`src/rtl/roman_pkg.sv`:
```
// ---------------------------------------------------------------------------
// roman_pkg
// Shared definitions for the Roman symbol streamer:
//   - symbol codes emitted on the symbol stream (NULL, I, V, X, L)
//   - controller state enumeration
//   - converter geometry (OUT_NUM slots of OUT_WIDTH bits)
//   - digit_syms/digit_len: symbol pattern of one decimal digit
// ---------------------------------------------------------------------------
package roman_pkg;

    localparam int OUT_NUM   = 6;
    localparam int OUT_WIDTH = 3;

    localparam logic [OUT_WIDTH-1:0] SYM_NULL = 3'd0;
    localparam logic [OUT_WIDTH-1:0] SYM_I    = 3'd1;
    localparam logic [OUT_WIDTH-1:0] SYM_V    = 3'd2;
    localparam logic [OUT_WIDTH-1:0] SYM_X    = 3'd3;
    localparam logic [OUT_WIDTH-1:0] SYM_L    = 3'd4;

    typedef enum logic [2:0] {
        IDLE       = 3'd0,
        TENS_LD    = 3'd1,
        TENS_EMIT  = 3'd2,
        UNITS_LD   = 3'd3,
        UNITS_EMIT = 3'd4,
        ZERO       = 3'd5
    } state_t;

    // Symbols of one decimal digit, packed into four slots. Slot 0 (the
    // low bits) holds the symbol written last, so the string reads from
    // the highest occupied slot down to slot 0.
    function automatic logic [4*OUT_WIDTH-1:0] digit_syms(
        input logic [3:0]           d,
        input logic [OUT_WIDTH-1:0] one,
        input logic [OUT_WIDTH-1:0] five,
        input logic [OUT_WIDTH-1:0] ten
    );
        logic [4*OUT_WIDTH-1:0] s;
        case (d)
            4'd1:    s = {9'b0, one};
            4'd2:    s = {6'b0, one, one};
            4'd3:    s = {3'b0, one, one, one};
            4'd4:    s = {6'b0, one, five};
            4'd5:    s = {9'b0, five};
            4'd6:    s = {6'b0, five, one};
            4'd7:    s = {3'b0, five, one, one};
            4'd8:    s = {five, one, one, one};
            4'd9:    s = {6'b0, one, ten};
            default: s = '0;
        endcase
        return s;
    endfunction

    // Number of symbols produced by digit_syms for the same digit.
    function automatic logic [2:0] digit_len(input logic [3:0] d);
        logic [2:0] n;
        case (d)
            4'd1, 4'd5:             n = 3'd1;
            4'd2, 4'd4, 4'd6, 4'd9: n = 3'd2;
            4'd3, 4'd7:             n = 3'd3;
            4'd8:                   n = 3'd4;
            default:                n = 3'd0;
        endcase
        return n;
    endfunction

endpackage

```
`src/rtl/roman_symbol_streamer_if.sv`:
```
// ---------------------------------------------------------------------------
// roman_symbol_streamer_if
// Handshake bundle of the Roman symbol streamer.
//   in_valid/in_ready/in_data           : binary value input (valid/ready)
//   sym_valid/sym_ready/sym_data/sym_last : symbol output stream
// Modports:
//   slave  - the streamer (consumes values, produces symbols)
//   master - the environment (produces values, consumes symbols)
// ---------------------------------------------------------------------------
interface roman_symbol_streamer_if #(
    parameter int BIT_WIDTH = 6,
    parameter int OUT_WIDTH = 3
);
    logic                 in_valid;
    logic                 in_ready;
    logic [BIT_WIDTH-1:0] in_data;
    logic                 sym_valid;
    logic                 sym_ready;
    logic [OUT_WIDTH-1:0] sym_data;
    logic                 sym_last;

    modport slave (
        input  in_valid,
        input  in_data,
        input  sym_ready,
        output in_ready,
        output sym_valid,
        output sym_data,
        output sym_last
    );

    modport master (
        output in_valid,
        output in_data,
        output sym_ready,
        input  in_ready,
        input  sym_valid,
        input  sym_data,
        input  sym_last
    );
endinterface

```
`src/rtl/bin2roman_base10.sv`:
```
// ---------------------------------------------------------------------------
// bin2roman_base10
// Combinational binary -> Roman symbol converter.
//   value : binary input (0..63)
//   roman : OUT_NUM slots of OUT_WIDTH bits; slot 0 (bits [2:0]) holds the
//           last symbol, unused upper slots are NULL.
// A value needing more than OUT_NUM symbols (38 = XXXVIII) loses its most
// significant symbol; the streamer avoids this by converting tens and
// units separately.
// ---------------------------------------------------------------------------
module bin2roman_base10
    import roman_pkg::*;
#(
    parameter int BIT_WIDTH = 6,
    parameter int OUT_NUM   = roman_pkg::OUT_NUM,
    parameter int OUT_WIDTH = roman_pkg::OUT_WIDTH
) (
    input  logic [BIT_WIDTH-1:0]         value,
    output logic [OUT_NUM*OUT_WIDTH-1:0] roman
);

    localparam int RW  = OUT_NUM * OUT_WIDTH;
    localparam int EXT = 8 * OUT_WIDTH;

    logic [3:0]             tens;
    logic [3:0]             units;
    logic [4*OUT_WIDTH-1:0] tens_syms;
    logic [4*OUT_WIDTH-1:0] units_syms;
    logic [4:0]             shamt;

    always_comb begin
        tens       = 4'(value / BIT_WIDTH'(10));
        units      = 4'(value % BIT_WIDTH'(10));
        // Tens digit never exceeds 6 for a 6-bit value, so no C is needed.
        tens_syms  = digit_syms(tens, SYM_X, SYM_L, SYM_NULL);
        units_syms = digit_syms(units, SYM_I, SYM_V, SYM_X);
        // Tens symbols sit directly above the units symbols.
        shamt      = 5'(digit_len(units)) * 5'(OUT_WIDTH);
        roman      = RW'(EXT'(units_syms) | (EXT'(tens_syms) << shamt));
    end

endmodule

```
`src/rtl/roman_symbol_streamer.sv`:
```
// ---------------------------------------------------------------------------
// roman_symbol_streamer
// Accepts one binary value (0..63), converts its tens and units digits in
// two phases through one shared bin2roman_base10, and streams the Roman
// symbols most significant first, one per beat, with a last flag.
// Ports:
//   clk  : clock, rising edge
//   rst  : asynchronous active-high reset
//   bus  : slave side of roman_symbol_streamer_if (value in, symbols out)
//   busy : high whenever the controller is not idle
// ---------------------------------------------------------------------------
module roman_symbol_streamer
    import roman_pkg::*;
#(
    parameter int BIT_WIDTH = 6,
    parameter int OUT_NUM   = roman_pkg::OUT_NUM,
    parameter int OUT_WIDTH = roman_pkg::OUT_WIDTH
) (
    input  logic                    clk,
    input  logic                    rst,
    roman_symbol_streamer_if.slave  bus,
    output logic                    busy
);

    localparam int RW = OUT_NUM * OUT_WIDTH;

    state_t               state_reg, state_next;
    logic [2:0]           t_reg, t_next;
    logic [3:0]           u_reg, u_next;
    logic [RW-1:0]        symbuf_reg, symbuf_next;
    logic [2:0]           cnt_reg, cnt_next;

    logic [BIT_WIDTH-1:0] conv_in;
    logic [RW-1:0]        conv_out;
    logic [OUT_NUM-1:0]   slot_nonnull;
    logic [2:0]           top_cnt;
    logic [OUT_WIDTH-1:0] slot_arr [OUT_NUM];
    logic [2:0]           slot_sel;
    logic [OUT_WIDTH-1:0] cur_sym;
    logic                 emit;
    logic                 last_slot;
    logic                 beat;

    // Shared converter: tens phase sees t*10, units phase sees u.
    always_comb begin
        case (state_reg)
            TENS_LD:  conv_in = BIT_WIDTH'(t_reg) * BIT_WIDTH'(10);
            UNITS_LD: conv_in = BIT_WIDTH'(u_reg);
            default:  conv_in = '0;
        endcase
    end

    bin2roman_base10 #(
        .BIT_WIDTH (BIT_WIDTH),
        .OUT_NUM   (OUT_NUM),
        .OUT_WIDTH (OUT_WIDTH)
    ) u_conv (
        .value (conv_in),
        .roman (conv_out)
    );

    genvar gi;
    generate
        for (gi = 0; gi < OUT_NUM; gi++) begin : g_slot
            assign slot_nonnull[gi] = |conv_out[gi*OUT_WIDTH +: OUT_WIDTH];
            assign slot_arr[gi]     = symbuf_reg[gi*OUT_WIDTH +: OUT_WIDTH];
        end
    endgenerate

    // Symbol count of the fresh conversion = highest occupied slot + 1.
    always_comb begin
        top_cnt = 3'd0;
        for (int i = 0; i < OUT_NUM; i++) begin
            if (slot_nonnull[i]) begin
                top_cnt = 3'(i + 1);
            end
        end
    end

    // Output decode uses registered state only; sym_ready does not reach
    // sym_valid/sym_data/sym_last.
    always_comb begin
        slot_sel = cnt_reg - 3'd1;
        cur_sym  = SYM_NULL;
        if (cnt_reg != 3'd0 && 32'(slot_sel) < OUT_NUM) begin
            cur_sym = slot_arr[slot_sel];
        end
    end

    assign emit      = (state_reg == TENS_EMIT) || (state_reg == UNITS_EMIT);
    assign last_slot = (cnt_reg == 3'd1);
    assign beat      = bus.sym_valid && bus.sym_ready;

    assign bus.sym_valid = emit || (state_reg == ZERO);
    assign bus.sym_data  = emit ? cur_sym : SYM_NULL;
    assign bus.sym_last  = (state_reg == ZERO)
                         || ((state_reg == UNITS_EMIT) && last_slot)
                         || ((state_reg == TENS_EMIT) && last_slot && (u_reg == 4'd0));
    assign bus.in_ready  = (state_reg == IDLE);
    assign busy          = (state_reg != IDLE);

    always_comb begin
        state_next  = state_reg;
        t_next      = t_reg;
        u_next      = u_reg;
        symbuf_next = symbuf_reg;
        cnt_next    = cnt_reg;
        case (state_reg)
            IDLE: begin
                if (bus.in_valid) begin
                    t_next = 3'(bus.in_data / BIT_WIDTH'(10));
                    u_next = 4'(bus.in_data % BIT_WIDTH'(10));
                    if (t_next != 3'd0) begin
                        state_next = TENS_LD;
                    end else if (u_next != 4'd0) begin
                        state_next = UNITS_LD;
                    end else begin
                        state_next = ZERO;
                    end
                end
            end
            TENS_LD: begin
                symbuf_next = conv_out;
                cnt_next    = top_cnt;
                state_next  = TENS_EMIT;
            end
            UNITS_LD: begin
                symbuf_next = conv_out;
                cnt_next    = top_cnt;
                state_next  = UNITS_EMIT;
            end
            TENS_EMIT: begin
                if (beat) begin
                    cnt_next = cnt_reg - 3'd1;
                    if (last_slot) begin
                        state_next = (u_reg != 4'd0) ? UNITS_LD : IDLE;
                    end
                end
            end
            UNITS_EMIT: begin
                if (beat) begin
                    cnt_next = cnt_reg - 3'd1;
                    if (last_slot) begin
                        state_next = IDLE;
                    end
                end
            end
            ZERO: begin
                if (bus.sym_ready) begin
                    state_next = IDLE;
                end
            end
            default: state_next = IDLE;
        endcase
    end

    always_ff @(posedge clk or posedge rst) begin
        if (rst) begin
            state_reg  <= IDLE;
            t_reg      <= '0;
            u_reg      <= '0;
            symbuf_reg <= '0;
            cnt_reg    <= '0;
        end else begin
            state_reg  <= state_next;
            t_reg      <= t_next;
            u_reg      <= u_next;
            symbuf_reg <= symbuf_next;
            cnt_reg    <= cnt_next;
        end
    end

endmodule

```
`src/flat_wrapper.sv`:
```
// flat-port wrapper written by rule: the top's interface ports become plain ports
module roman_symbol_streamer_flat import roman_pkg::*;
#(
    parameter int BIT_WIDTH = 6,
    parameter int OUT_NUM   = roman_pkg::OUT_NUM,
    parameter int OUT_WIDTH = roman_pkg::OUT_WIDTH
)
  (clk, rst, busy, bus_in_valid, bus_in_data, bus_sym_ready, bus_in_ready, bus_sym_valid, bus_sym_data, bus_sym_last);
  roman_symbol_streamer_if #(.BIT_WIDTH(BIT_WIDTH), .OUT_WIDTH(OUT_WIDTH)) bus_i ();
  input  logic clk;
  input  logic rst;
  output logic busy;
  input wire logic [$bits(bus_i.in_valid)-1:0] bus_in_valid;
  input wire logic [$bits(bus_i.in_data)-1:0] bus_in_data;
  input wire logic [$bits(bus_i.sym_ready)-1:0] bus_sym_ready;
  output wire logic [$bits(bus_i.in_ready)-1:0] bus_in_ready;
  output wire logic [$bits(bus_i.sym_valid)-1:0] bus_sym_valid;
  output wire logic [$bits(bus_i.sym_data)-1:0] bus_sym_data;
  output wire logic [$bits(bus_i.sym_last)-1:0] bus_sym_last;
  assign bus_i.in_valid = bus_in_valid;
  assign bus_i.in_data = bus_in_data;
  assign bus_i.sym_ready = bus_sym_ready;
  assign bus_in_ready = bus_i.in_ready;
  assign bus_sym_valid = bus_i.sym_valid;
  assign bus_sym_data = bus_i.sym_data;
  assign bus_sym_last = bus_i.sym_last;
  roman_symbol_streamer #(.BIT_WIDTH(BIT_WIDTH), .OUT_NUM(OUT_NUM), .OUT_WIDTH(OUT_WIDTH)) u_core (.clk(clk), .rst(rst), .bus(bus_i), .busy(busy));
endmodule
```
`config.mk`:
```
export PLATFORM = sky130hd
export DESIGN_NAME = roman_symbol_streamer_flat
export DESIGN_NICKNAME = d
export VERILOG_FILES = /design/src/rtl/roman_pkg.sv /design/src/rtl/roman_symbol_streamer_if.sv /design/src/rtl/bin2roman_base10.sv /design/src/rtl/roman_symbol_streamer.sv /design/src/flat_wrapper.sv
export SDC_FILE = /design/constraint.sdc
export NUM_CORES = 1
export LEC_CHECK = 0
export ABC_CLOCK_PERIOD_IN_PS = 10500
export BUFFER_PORTS_ARGS = -buffer_cell sky130_fd_sc_hd__clkbuf_2
export CAP_MARGIN = 20
export CORE_MARGIN = 4
export CORE_UTILIZATION = 60
export DETAILED_ROUTE_END_ITERATION = 7
export GPL_TIMING_DRIVEN = 0
export PLACE_DENSITY_LB_ADDON = 0.08
export SYNTH_ARGS = -nofsm -noshare
export SYNTH_HDL_FRONTEND = slang
export SYNTH_HIERARCHICAL = 1
export SYNTH_SLANG_ARGS = --single-unit
```
`constraint.sdc`:
```
create_clock -name clk -period 10.5 [get_ports clk]
set_clock_uncertainty 0.05 [all_clocks]
set_input_delay 2.1 -clock clk [delete_from_list [all_inputs] [get_ports clk]]
set_output_delay 2.1 -clock clk [all_outputs]
set_load 0.05 [all_outputs]
```
# After elaboration in Yosys (flattened, before gate mapping)
# Memories as Yosys holds them, arrays and structs flattened.
# Cells that the tools add are included.
# Widths: inputs -> output; s select.
[word_totals]
register_bits = 31
mem_bits_ro = 320
mem_count = 3
elab_cells = 85
[op_classes]
n_eq_ne = 13
reduce_logical = 28
n_lt_le_gt_ge = 2
bitwise_logic = 2
shift = 1
div = 4
mux = 24
n_addsub = 1
n_mul = 2
[memory_table]
columns = ["name", "words", "width", "rd", "rd_clocked_by_memory_dff", "wr", "line_no", "rtl"]
rows = [
  ["(no name shown)", 16, 10, 1, 0, 0, "roman_pkg.sv:39", "case (d)"],
  ["(no name shown)", 16, 7, 1, 0, 0, "roman_pkg.sv:39", ""],
  ["(no name shown)", 16, 3, 1, 0, 0, "roman_pkg.sv:57", "case (d)"],
]
[ops]
columns = ["cell", "n"]
rows = [
  ["$mux 3", 16],
  ["$or 12x18->18", 1],
  ["$pmux 3 s6", 1],
  ["$reduce_or 3->1", 6],
  ["$shl 12x5->18", 1],
  ["$div 6x4->6 const B", 2],
  ["$mod 6x4->6 const B", 2],
  ["$pmux 6 s2", 1],
  ["$ne 2x1->1 const B", 5],
  ["$bmux 3 s3", 1],
  ["$reduce_bool 3->1", 3],
  ["$reduce_bool 4->1", 2],
  ["$eq 3x1->1 const B", 2],
  ["$eq 3x2->1 const B", 2],
  ["$eq 3x3->1 const B", 2],
  ["$mux 2", 3],
  ["$pmux 3 s2", 1],
  ["$reduce_and 6->1", 1],
  ["$logic_and 1x1->1", 5],
  ["$mul 3x2->5 const B", 1],
  ["$mul 3x3->5 const B", 1],
  ["$ge 4x4->1 const B", 1],
  ["$logic_not 4->1", 1],
  ["$logic_or 1x1->1", 4],
  ["9 further kinds", 12],
]

# Longest topological paths before layout
# An unclocked memory read counts as a cell.
[logic_depth]
word_depth = 15
depth_mapped = 32
depth_no_buf = 30

# Modules after synthesis
# The synthesis kept the hierarchy.
[modules_own_cells]
columns = ["module", "instances", "seq_area_each_um2", "cells_per_inst", "area_each_um2"]
rows = [
  ["roman_symbol_streamer", 1, 775.7, 242, 2019.4],
  ["bin2roman_base10", 1, 0.0, 221, 1488.9],
]

# Worst setup path before layout
# OpenSTA, ideal clock, no wires.
[synth_path]
path_kind = "register to register"
start = "register u_core.state_reg[1]"
end = "register u_core.cnt_reg[2]"
setup_slack_ps = 4144
stages_incl_launch_ff = 27
t_arrival_ps = 6155
required_ps = 10299
synth_period_minus_slack_ps = 6356
cell_sequence = "dfrtp_1 > clkbuf_1 > clkbuf_1 > mux2i_1 > nor2_1 > buf_2 > buf_2 > maj3_1 > a21oi_1 > xor2_1 > ha_1 > o31ai_2 > nor2_2 > o32ai_4 > a32o_1 > ha_1 > inv_1 > fa_1 > clkbuf_1 > inv_1 > nor2_1 > a22oi_1 > o211ai_1 > o32ai_1 > or4_1 > o21ai_0 > a21oi_1"
[synth_between]
elab_cells_between_ends = 29
classes_between = "mul: 1; div: 2; eq/ne: 6; shift: 1; mux: 5; bitwise: 1; reduce/logical: 10; memory: 3"
[synth_lines]
columns = ["item", "line_no", "rtl"]
rows = [
  ["from (decl)", "roman_symbol_streamer.sv:27", "state_t state_reg, state_next;"],
  ["from (signal assigned)", "roman_symbol_streamer.sv:165", "state_reg <= state_next;"],
  ["$eq 3x2->1 / $eq 3x1->1 (equally long branches)", "roman_symbol_streamer.sv:46", "case (state_reg)"],
  ["$pmux 6 s2 (*)", "roman_symbol_streamer.sv:46", ""],
  ["net u_core.conv_in[3]", "roman_symbol_streamer.sv:33", "logic [BIT_WIDTH-1:0] conv_in;"],
  ["$mod 6x4->6", "bin2roman_base10.sv:33", "units = 4'(value % BIT_WIDTH'(10));"],
  ["$mem_v2 16x3", "--", ""],
  ["$mul 3x2->5", "bin2roman_base10.sv:38", "shamt = 5'(digit_len(units)) * 5'(OUT_WIDTH);"],
  ["$shl 12x5->18 (*)", "bin2roman_base10.sv:39", "roman = RW'(EXT'(units_syms) | (EXT'(tens_syms) << shamt));"],
  ["$or 12x18->18 (*)", "bin2roman_base10.sv:39", ""],
  ["net u_core.conv_out[15]", "roman_symbol_streamer.sv:34", "logic [RW-1:0] conv_out;"],
  ["$reduce_or 3->1 (*)", "roman_symbol_streamer.sv:65", "assign slot_nonnull[gi] = |conv_out[gi*OUT_WIDTH +: OUT_WIDTH];"],
  ["$mux 3 (*)", "roman_symbol_streamer.sv:74", "if (slot_nonnull[i]) begin"],
  ["$pmux 3 s2 (*)", "roman_symbol_streamer.sv:108", "case (state_reg)"],
  ["to (signal assigned)", "roman_symbol_streamer.sv:169", "cnt_reg <= cnt_next;"],
  ["to (decl)", "roman_symbol_streamer.sv:31", "logic [2:0] cnt_reg, cnt_next;"],
]
# Mark *: on every way through the listed nets, which the timed path passes. The rest lies on a longest branch.
# A chain may end at the register's enable or synchronous reset.

# Final worst setup path
[layout_path]
start = "register u_core.state_reg[0]"
end = "register u_core.cnt_reg[0]"
[layout_between]
elab_chain_cells = 15
elab_cells_between_ends = 35
classes_between = "mul: 1; div: 2; eq/ne: 6; shift: 1; mux: 8; bitwise: 1; reduce/logical: 13; memory: 3"
[layout_lines]
columns = ["item", "line_no"]
rows = [
  ["$eq 3x2->1 / $eq 3x1->1 (equally long branches)", "roman_symbol_streamer.sv:46"],
  ["$pmux 6 s2 (*)", "roman_symbol_streamer.sv:46"],
  ["net u_core.conv_in[3]", "roman_symbol_streamer.sv:33"],
  ["$mod 6x4->6", "bin2roman_base10.sv:33"],
  ["$mem_v2 16x3", "--"],
  ["$mul 3x2->5", "bin2roman_base10.sv:38"],
  ["$shl 12x5->18", "bin2roman_base10.sv:39"],
  ["$or 12x18->18 (*)", "bin2roman_base10.sv:39"],
  ["net u_core.conv_out[0]", "roman_symbol_streamer.sv:34"],
  ["$reduce_or 3->1 (*)", "roman_symbol_streamer.sv:65"],
  ["$mux 1 (*)", "roman_symbol_streamer.sv:74"],
  ["$mux 2 (*) (2 in series)", "roman_symbol_streamer.sv:74"],
  ["$mux 3 (*) (3 in series)", "roman_symbol_streamer.sv:74"],
  ["$pmux 3 s2 (*)", "roman_symbol_streamer.sv:108"],
]
# Marks and branches as above.

==> run metrics <==
HP Class=register to register; Final WS setup=approximately 2.7 ns; vias in the first global route=~3200; FF+latch area=~780 µm²; kind of critical path=register to register; Initial Util=a little over three fifths; global-route wire length before repair=about 15000 µm; final WL=about 9000 µm; Leak=roughly 1.7 nW; PD cells=296 mW/mm²; CP endpoint kind=register; number of synthesized register bits=31; WHS=between 0.4 and 0.5 ns; final net count=516; share of power burned in registers=~17%; pins over their slew limit=0; run status=finished clean; cts hold-fix bufs=0; multi-input logic area=roughly 0.0025 mm²; largest net degree at the start of global routing=25; Met1 Wirelength=around 4100 µm; met2 routed WL=between 4000 and 5000 µm; Post-Syn Area=0.00351 mm²; post-synth top area cell=dfrtp_1; Comb power frac=between 70 and 80%; synthesized area per cell=approximately 7.6 µm²; R2R depth=27; Final Setup Violations=0; antenna viol nets, final=0; Worst setup endpoint=u_core/cnt_reg[0]; Post-synth EDFFs=0; Final Util=between 60% and 70%; Setup crit start kind=register; total CTS buffers=5; Switching Share=approximately 54%; reg2reg setup slack=between 2 and 3 ns; top post-synthesis cells by area=dfrtp_1 22%, nand2_1 9.4%, ha_1 6.4%; Die Height=84.5 µm; setup TNS=0 ns; WL/cell=about 16 µm; Die ar.=just over 0.007 mm²; Synth top area share=between 20% and 30%; drt drc=0; IO buf count=16; R2R Path Start=u_core/state_reg[0]; Max Cap Viol=0; internal power=approximately 0.5 mW; HPWL Detailed=between 6000 and 7000 µm; share of flip-flops with an asynchronous set or reset=100%; Fmax=~0.13 GHz; DRT Pass-1 Iters=6; Clock Tree Buf Depth=2; Tcrit/Tclk final=between 70% and 80%; RSZ-0062 raised after global routing=no; post-DR vias/cell=6.26; FP Rows=27; Top Metal Used=met4; Fin. Hold Viols=0; CP max FO=10; Clk pin slew, worst setup/hold paths=about 0.070 ns; CTS tree=yes; share of layout cells above drive strength 1=14.5%; GRT overflow=0; GP Congestion=about 0.94; share of power burned in the clock network=around a tenth; Filler Cells Inserted=483; Synth cell types=80; post-synthesis sequential area ratio=approximately 22%; RR Endpoint=u_core/cnt_reg[0]; DR vias=3508; crit path from=u_core/state_reg[0]; Boundary Pins=17; P_sw=0.615 mW; area delta synth->final=8.99%; Worst Tran Pin Value=roughly 1.1 ns; GRT Overall Usage=roughly 25%; CTS root buffer=clkbuf_8; DRT iter0 DRCs=between 300 and 400; Syn Nets=slightly below 500; YS warnings=6; synthesized netlist cell count=about 460; Worst VDD drop=approximately 0.00014 V; Sink Count=31; Core Area=~0.0056 mm²; number of setup buffers added after CTS=0; ys flop type=dfrtp_1; worst skew pair latency=between 0.2 and 0.3 ns; Crit path arrival time=approximately 7.9 ns; H-tree Lvls=2; max reg flops=18; post-cts repair resize count=0; Die X=84.5 µm; Worst EP required=10.68 ns; Final min period=7.75 ns; diode count=0; initial antenna violation count=0; pre-CTS setup slack=2.88 ns; routed length on met3=between 500 and 600 µm; Slew headroom=29.8%
==> metrics by stage <==
step           area (µm²)  cells  power (mW)
2_1_floorplan        3510    463       0.812
6_report             3820    560        1.13
3_5_place_dp         3710    552       0.990
5_1_grt              3820    560        1.23
3_3_place_gp         3680    551       0.975
4_1_cts              3820    560        1.12
==> synth_stat cells (4+ instances only) <==
| library cell | number |
|---|---|
| a21oi_1 | 20 |
| and2_1 | 7 |
| xnor2_1 | 7 |
| buf_2 | 8 |
| ha_1 | 18 |
| o21a_1 | 4 |
| nand2_1 | 88 |
| mux2_2 | 4 |
| mux2i_1 | 8 |
| clkbuf_1 | 13 |
| dfrtp_1 | 31 |
| o22ai_1 | 8 |
| buf_4 | 5 |
| nand3_1 | 13 |
| o21ai_1 | 12 |
| o32ai_1 | 4 |
| nor3_1 | 16 |
| nor3b_1 | 4 |
| o211ai_1 | 4 |
| o21ai_0 | 21 |
| a211oi_1 | 4 |
| o31ai_1 | 4 |
| nor2_1 | 38 |
| nand2b_1 | 4 |
| a22oi_1 | 7 |
| inv_1 | 20 |
| a21o_1 | 5 |
| nor2b_1 | 7 |
==> routing by layer <==
metal | vias to the layer above | track usage [%]
li1 | 1731 | -
met1 | 1636 | 36.5
met2 | 122 | 41.3
met3 | 19 | 3.73
met4 | 0 | 4.75
met5 | - | 0
==> cell type report <==
class                      count  area share (%)
clock buffer                   6            2.16
multi-input combinational    383            65.7
timing repair buffer          17            2.81
buffer                        27            3.60
clock inverter                 2           0.916
inverter                      22            2.16
tap                           72            2.36
sequential                    31            20.3
==> worst max-delay path, stage by stage, from the launching register on <==
cell,delay (ns)
dfrtp_1,0.44
nand2b_1,0.11
clkbuf_1,0.25
clkbuf_1,0.47
nor2_1,0.14
buf_2,0.22
buf_2,0.21
maj3_1,0.36
a21oi_1,0.33
xor2_1,0.13
ha_1,0.31
o31ai_2,0.34
nor2_2,0.10
o32ai_4,0.44
a32o_1,0.35
ha_1,0.22
inv_1,0.07
fa_1,0.48
clkbuf_1,0.31
inv_1,0.21
nor2_1,0.51
nand2_1,0.32
o32ai_1,0.48
nor3_1,0.09
o41ai_1,0.22
a21boi_0,0.16
o221ai_1,0.22
o21a_1,0.15
==> placed cells by master (no fill, tap or decap), types with 13 or more instances in the layout <==
cell,netlist,layout
a21oi_1,20,20
ha_1,18,18
o21ai_0,21,21
nand3_1,13,13
nor2_1,38,38
inv_1,20,20
nor3_1,16,16
clkbuf_1,13,13
clkbuf_2,0,16
nand2_1,88,88
dfrtp_1,31,31
==> power groups by stage <==
| stage | registers [mW] | clock network [mW] | logic (mW) |
|---|---|---|---|
| 6_report | 0.188 | 0.121 | 0.821 |
| 5_1_grt | 0.192 | 0.129 | 0.909 |
| 4_1_cts | 0.187 | 0.123 | 0.806 |
| 3_5_place_dp | 0.189 | 0 | 0.801 |
| 3_3_place_gp | 0.187 | 0 | 0.788 |
| 2_1_floorplan | 0.181 | 0 | 0.631 |
==> worst min path at each step <==
stage	from	endpoint	slack, ns	cells past startpoint
3_5_place_dp	u_core/symbuf_reg[17]	u_core/symbuf_reg[17]	0.41	2
3_3_place_gp	u_core/symbuf_reg[9]	u_core/symbuf_reg[9]	0.41	2
6_report	u_core/symbuf_reg[17]	u_core/symbuf_reg[17]	0.43	2
5_1_grt	u_core/symbuf_reg[11]	u_core/symbuf_reg[11]	0.45	2
2_1_floorplan	u_core/symbuf_reg[7]	u_core/symbuf_reg[7]	0.39	2
4_1_cts	u_core/symbuf_reg[11]	u_core/symbuf_reg[11]	0.43	2
==> cell families (layout without fill, tap and decap cells) <==
kind of cell | Yosys count | after routing | share of synthesized area [%]
simple gates | 208 | 208 | 29.1
compound gates | 129 | 129 | 26.8
buf+inv | 49 | 74 | 6.28
flops | 31 | 31 | 22.1
fa+ha+maj | 21 | 21 | 7.56
mux | 16 | 16 | 5.92
xor+xnor | 9 | 9 | 2.25
No activity file was read; power rests on OpenSTA's default activity.
